<file path="src/rtl/instr_feeder.sv">
// instr_feeder: buffered program sequencer driving the 9-bit processor's DIN/Run.
// Words are loaded while idle and issued one instruction at a time on Start.
module instr_feeder #(
    parameter int DEPTH   = 16,
    parameter int TIMEOUT = 15,
    localparam int AW = $clog2(DEPTH),
    localparam int CW = $clog2(DEPTH + 1)
) (
    input  logic          Clock,
    input  logic          Reset,
    input  logic [8:0]    LoadData,
    input  logic          LoadWe,
    input  logic          Start,
    input  logic          Done,
    output logic [8:0]    DIN,
    output logic          Run,
    output logic          Busy,
    output logic          Halted,
    output logic          Fault,
    output logic          LoadOvf,
    output logic [AW-1:0] PC,
    output logic [CW-1:0] WordCount
);

    typedef enum logic [2:0] {
        S_IDLE,
        S_ISSUE,
        S_OPERAND,
        S_WAIT,
        S_HALT,
        S_FAULT
    } state_t;

    localparam logic [2:0]    OP_MVI = 3'b001;
    localparam logic [CW-1:0] FULL   = CW'(DEPTH);
    localparam logic [7:0]    WD_MAX = 8'(TIMEOUT);

    state_t        state_q;
    logic [8:0]    buf_q [DEPTH];
    logic [8:0]    din_q;
    logic          run_q;
    logic          busy_q;
    logic          halted_q;
    logic          fault_q;
    logic          ovf_q;
    logic [AW-1:0] pc_q;
    logic [CW-1:0] wc_q;
    logic [7:0]    wd_q;
    logic          mvi_q;
    logic          trunc_q;

    logic          load_ok;
    logic [CW-1:0] pc_d;
    logic [8:0]    nx_word;
    logic          nx_mvi;
    logic          nx_trunc;
    logic [8:0]    w0;
    logic          w0_mvi;
    logic          w0_trunc;
    logic [8:0]    opnd_word;
    logic [7:0]    wd_d;

    assign load_ok = LoadWe && !busy_q && (wc_q != FULL);

    // Next-instruction lookahead so DIN/Run can be registered on entry to ISSUE.
    assign pc_d     = CW'(pc_q) + (mvi_q ? CW'(2) : CW'(1));
    assign nx_word  = buf_q[pc_d[AW-1:0]];
    assign nx_mvi   = (nx_word[8:6] == OP_MVI);
    assign nx_trunc = nx_mvi && ({1'b0, pc_d} + 1'b1 >= {1'b0, wc_q});

    assign w0       = buf_q[0];
    assign w0_mvi   = (w0[8:6] == OP_MVI);
    assign w0_trunc = w0_mvi && (wc_q <= CW'(1));

    assign opnd_word = buf_q[pc_q + AW'(1)];
    assign wd_d      = wd_q + 8'd1;

    always_ff @(posedge Clock) begin
        if (!Reset && load_ok) begin
            buf_q[wc_q[AW-1:0]] <= LoadData;
        end
    end

    always_ff @(posedge Clock) begin
        if (Reset) begin
            state_q  <= S_IDLE;
            din_q    <= 9'h000;
            run_q    <= 1'b0;
            busy_q   <= 1'b0;
            halted_q <= 1'b0;
            fault_q  <= 1'b0;
            ovf_q    <= 1'b0;
            pc_q     <= '0;
            wc_q     <= '0;
            wd_q     <= 8'd0;
            mvi_q    <= 1'b0;
            trunc_q  <= 1'b0;
        end else begin
            din_q <= 9'h000;
            run_q <= 1'b0;

            if (LoadWe && !busy_q) begin
                if (wc_q == FULL) begin
                    ovf_q <= 1'b1;
                end else begin
                    wc_q <= wc_q + CW'(1);
                end
            end

            unique case (state_q)
                S_IDLE, S_HALT, S_FAULT: begin
                    if (Start) begin
                        halted_q <= 1'b0;
                        fault_q  <= 1'b0;
                        pc_q     <= '0;
                        if (wc_q == '0) begin
                            state_q  <= S_HALT;
                            halted_q <= 1'b1;
                        end else begin
                            state_q <= S_ISSUE;
                            busy_q  <= 1'b1;
                            din_q   <= w0;
                            run_q   <= !w0_trunc;
                            mvi_q   <= w0_mvi;
                            trunc_q <= w0_trunc;
                        end
                    end
                end
                S_ISSUE: begin
                    wd_q <= 8'd0;
                    if (trunc_q) begin
                        state_q <= S_FAULT;
                        fault_q <= 1'b1;
                        busy_q  <= 1'b0;
                    end else begin
                        state_q <= S_OPERAND;
                        din_q   <= mvi_q ? opnd_word : 9'h000;
                    end
                end
                S_OPERAND, S_WAIT: begin
                    if (Done) begin
                        pc_q <= pc_d[AW-1:0];
                        if (pc_d >= wc_q) begin
                            state_q  <= S_HALT;
                            halted_q <= 1'b1;
                            busy_q   <= 1'b0;
                        end else begin
                            state_q <= S_ISSUE;
                            din_q   <= nx_word;
                            run_q   <= !nx_trunc;
                            mvi_q   <= nx_mvi;
                            trunc_q <= nx_trunc;
                        end
                    end else if (wd_d >= WD_MAX) begin
                        state_q <= S_FAULT;
                        fault_q <= 1'b1;
                        busy_q  <= 1'b0;
                    end else begin
                        wd_q    <= wd_d;
                        state_q <= S_WAIT;
                    end
                end
                default: begin
                    state_q <= S_IDLE;
                    busy_q  <= 1'b0;
                end
            endcase
        end
    end

    assign DIN       = din_q;
    assign Run       = run_q;
    assign Busy      = busy_q;
    assign Halted    = halted_q;
    assign Fault     = fault_q;
    assign LoadOvf   = ovf_q;
    assign PC        = pc_q;
    assign WordCount = wc_q;

endmodule

</file>
<file path="config.mk">
export PLATFORM = sky130hd
export DESIGN_NAME = instr_feeder
export DESIGN_NICKNAME = d
export VERILOG_FILES = /design/src/rtl/instr_feeder.sv
export SDC_FILE = /design/constraint.sdc
export NUM_CORES = 1
export LEC_CHECK = 0
export ABC_AREA = 0
export BUFFER_PORTS_ARGS = -buffer_cell sky130_fd_sc_hd__buf_2
export CAP_MARGIN = 25
export CELL_PAD_IN_SITES_DETAIL_PLACEMENT = 0
export CELL_PAD_IN_SITES_GLOBAL_PLACEMENT = 1
export CORE_MARGIN = 1.5
export CORE_UTILIZATION = 35
export DETAILED_ROUTE_END_ITERATION = 10
export PLACE_DENSITY = 0.56
export SLEW_MARGIN = 40
export SYNTH_ARGS = -nofsm -noshare
export SYNTH_HDL_FRONTEND = slang
export SYNTH_SLANG_ARGS = --single-unit
</file>
<file path="constraint.sdc">
create_clock -name Clock -period 8.5 [get_ports Clock]
set_input_delay 0.425 -clock Clock [delete_from_list [all_inputs] [get_ports Clock]]
set_output_delay 0.425 -clock Clock [all_outputs]
set_load 0.02 [all_outputs]
</file>
==> results.cfg <==
[run_status]
status = completed

[sta]
drv_slew = 0
setup_viol = 0
tightestPinTransition_ps = 809.3
fin_skew_ps = 11.73
rsz0062_at_grt = false
relSlewSlack_pct = 46.05
hold_viol_final = 0
max_freq_ghz = 0.2350
fin_setup_tns_ps = 0
fin_ws_ps = 4245
period_share_pct = 50.06
period_minus_slack_ps = 4255

[placement]
place_hpwl_mm = 14.68
port_buffers = 36
numPlacedInstances = 933
gp_congestion = 0.8003
place_worst_setup_slack_ps = 4215

[setup_path]
worstPathRequired_ps = 8840
slowest_delay_ps = 490
endpoint_kind = flip-flop
arrival_ps = 4590
slowest_stage = xnor2_4
startpoint_type = flip-flop
r2r_slack_ps = 4250
critPathTopFamily = adder cells
cp_cell_sequence = buf_4 -> ha_2 -> fa_2 -> xnor2_4 -> inv_1 -> ha_1 -> o21a_1 -> o31ai_1 -> a21oi_1 -> nor3_2 -> buf_4 -> o21ai_0 -> a21oi_1
crit_buf_inv = 3
critical_path_class = flip-flop to flip-flop
worstPathMaxFanout = 41

[floorplanning]
die-area_mm2 = 0.02677
io_pins = 37
coreArea_mm2 = 0.02525
initial_core_util_pct = 35.75
die_w_um = 163.6
die_h_um = 163.6
num_rows = 58

[grt]
overflow = 0
antenna_found_initial = 0
grt_max_degree = 55
grt_use_total_pct = 18.57
grt_pass1_wl_mm = 35.13
grt_pass1_vias = 5501

[yosys]
postSynthAreaPerCell_um2 = 15.25
ys.flop_type = edfxtp_1
synth_area_leader_cell = edfxtp_1
synthArstFlopShare_pct = 0
syn-num-nets = 628
synthCells = 592
synth-edff-count = 144
synth_top_cell_area_share_pct = 47.90
ys_warn_count = 0
yosysSeqAreaShare_pct = 55.88
ys_ff_latch = 180
syn_area_mm2 = 0.009027
synth_cell_types = 60
synth_area_leaders = edfxtp_1, mux4_2, dfxtp_1

[finish]
antennaDiodeCount = 0
final_cell_mix = edfxtp_1, mux4_2, nor2_1
area_growth_pct = 12.85
register_area_mm2 = 0.005046
layout_commonest_cell = edfxtp_1
multi_input_area_mm2 = 0.003795
drive_gt1_share_pct = 28.35
n_fill_cell = 2302
nets = 658
final_cells = 965

[clock_network]
clock-root-buffer = clkbuf_16
clk_latency_ps = 430
cts_made_buffers = 17
cts_resized = 0
post_cts_buffers = 0
clkTransAtPathRegs_ps = 70
htreeDepth = 4
cts.hold.buffers_added = 0
cts.sinks = 180
cts_buffer_depth = 2
cts_tree = yes

[routing]
first_iter_violations = 405
routedWlPerCell_um = 24.65
firstDrtPassIters = 4
drc = 0
drt-vias-per-instance = 5.637
antenna_left = 0
wirelength_mm = 23.79
vias = 5440

[hold_path]
hp-class = primary input to flip-flop

[power]
total_power_uw = 2137
leakage_uw = 0.003311
p_per_area_mw_per_mm2 = 209.8
peakVddDrop_v = 0.0001296

[flow_run]
drv_cap = 0
cell usage after synthesis (6+ instances only):
library cell and n:
xnor2_1 6, mux4_1 8, dfxtp_1 36, o22ai_1 9
nor2_1 58, nand3_1 8, edfxtp_1 144, a221oi_1 7
nand4_1 6, clkbuf_1 13, buf_2 12, mux2i_1 30
nand2_1 15, inv_1 20, a21oi_1 18, ha_1 21
nor3_1 9, mux2_2 8, mux4_2 65, nor3b_1 10
nor2b_1 7, o21ai_0 14
final timing paths:
path,from,to,depth (start not counted)
max,PC[0],DIN[6],13
min,Done,state_q[0],2
max reg2reg,PC[0],DIN[6],13
min reg2reg,wd_q[7],wd_q[7],2
worst register-to-register path, cell delays in order, from the launching register on:
cell     delay, ps
dfxtp_2        310
buf_4          330
ha_2           330
fa_2           410
xnor2_4        500
inv_1          500
ha_1           420
o21a_1         180
o31ai_1         70
a21oi_1        200
nor3_2         330
buf_4          300
o21ai_0        130
a21oi_1        190
cell families after synthesis:
| kind of cell | after synthesis | synth area share, % |
|---|---|---|
| XOR/XNOR | 9 | 1.164 |
| buffers and inverters | 56 | 3.313 |
| multiplexers | 111 | 22.87 |
| AND/OR/NAND/NOR | 135 | 7.484 |
| adder cells (fa/ha/maj) | 22 | 3.132 |
| AO/OA/AOI/OAI | 79 | 6.154 |
| flip-flops | 180 | 55.88 |
routing by layer:
metal | share of wire (%) | vias up | GRT usage, %
met5 | 0 | - | 0
met4 | 1.6 | 0 | 5.661
met3 | 4.5 | 24 | 3.631
met2 | 50 | 164 | 31.19
met1 | 44 | 2820 | 24.23
li1 | - | 2432 | -
layout make-up:
class	instances	share of cell area, %
sequential	180	49.53
timing repair buffer	47	2.579
tap	330	4.053
clock buffer	18	4.213
multi-input combinational	356	37.25
clock inverter	14	1.634
inverter	20	0.7369
through the flow:
step | hold WS (ps) | cell area, um^2 | util [%]
4_1_cts | 278.5 | 10190 | 40.34
5_1_grt | 298.8 | 10190 | 40.34
6_report | 303.6 | 10190 | 40.34
3_3_place_gp | 433.2 | 9532 | 37.74
2_1_floorplan | 421.5 | 9027 | -
3_5_place_dp | 435.8 | 9592 | 37.98
power by group:
part / internal [uW] / switching, uW / total (uW)
clock: 419 / 368 / 787
sequential: 971 / 24.0 / 995
combinational: 159 / 197 / 356
state kept, by name, indices dropped and copies added, names as in the netlist:
| register | cells |
|---|---|
| Run | 1 |
| Fault | 1 |
| Busy | 1 |
| trunc_q | 1 |
| mvi_q | 1 |
| WordCount | 5 |
| wd_q | 8 |
| buf_q | 144 |
| DIN | 9 |
| Halted | 1 |
| PC | 4 |
| state_q | 3 |
| LoadOvf | 1 |
Note: power is estimated with default switching activity, not from simulation.
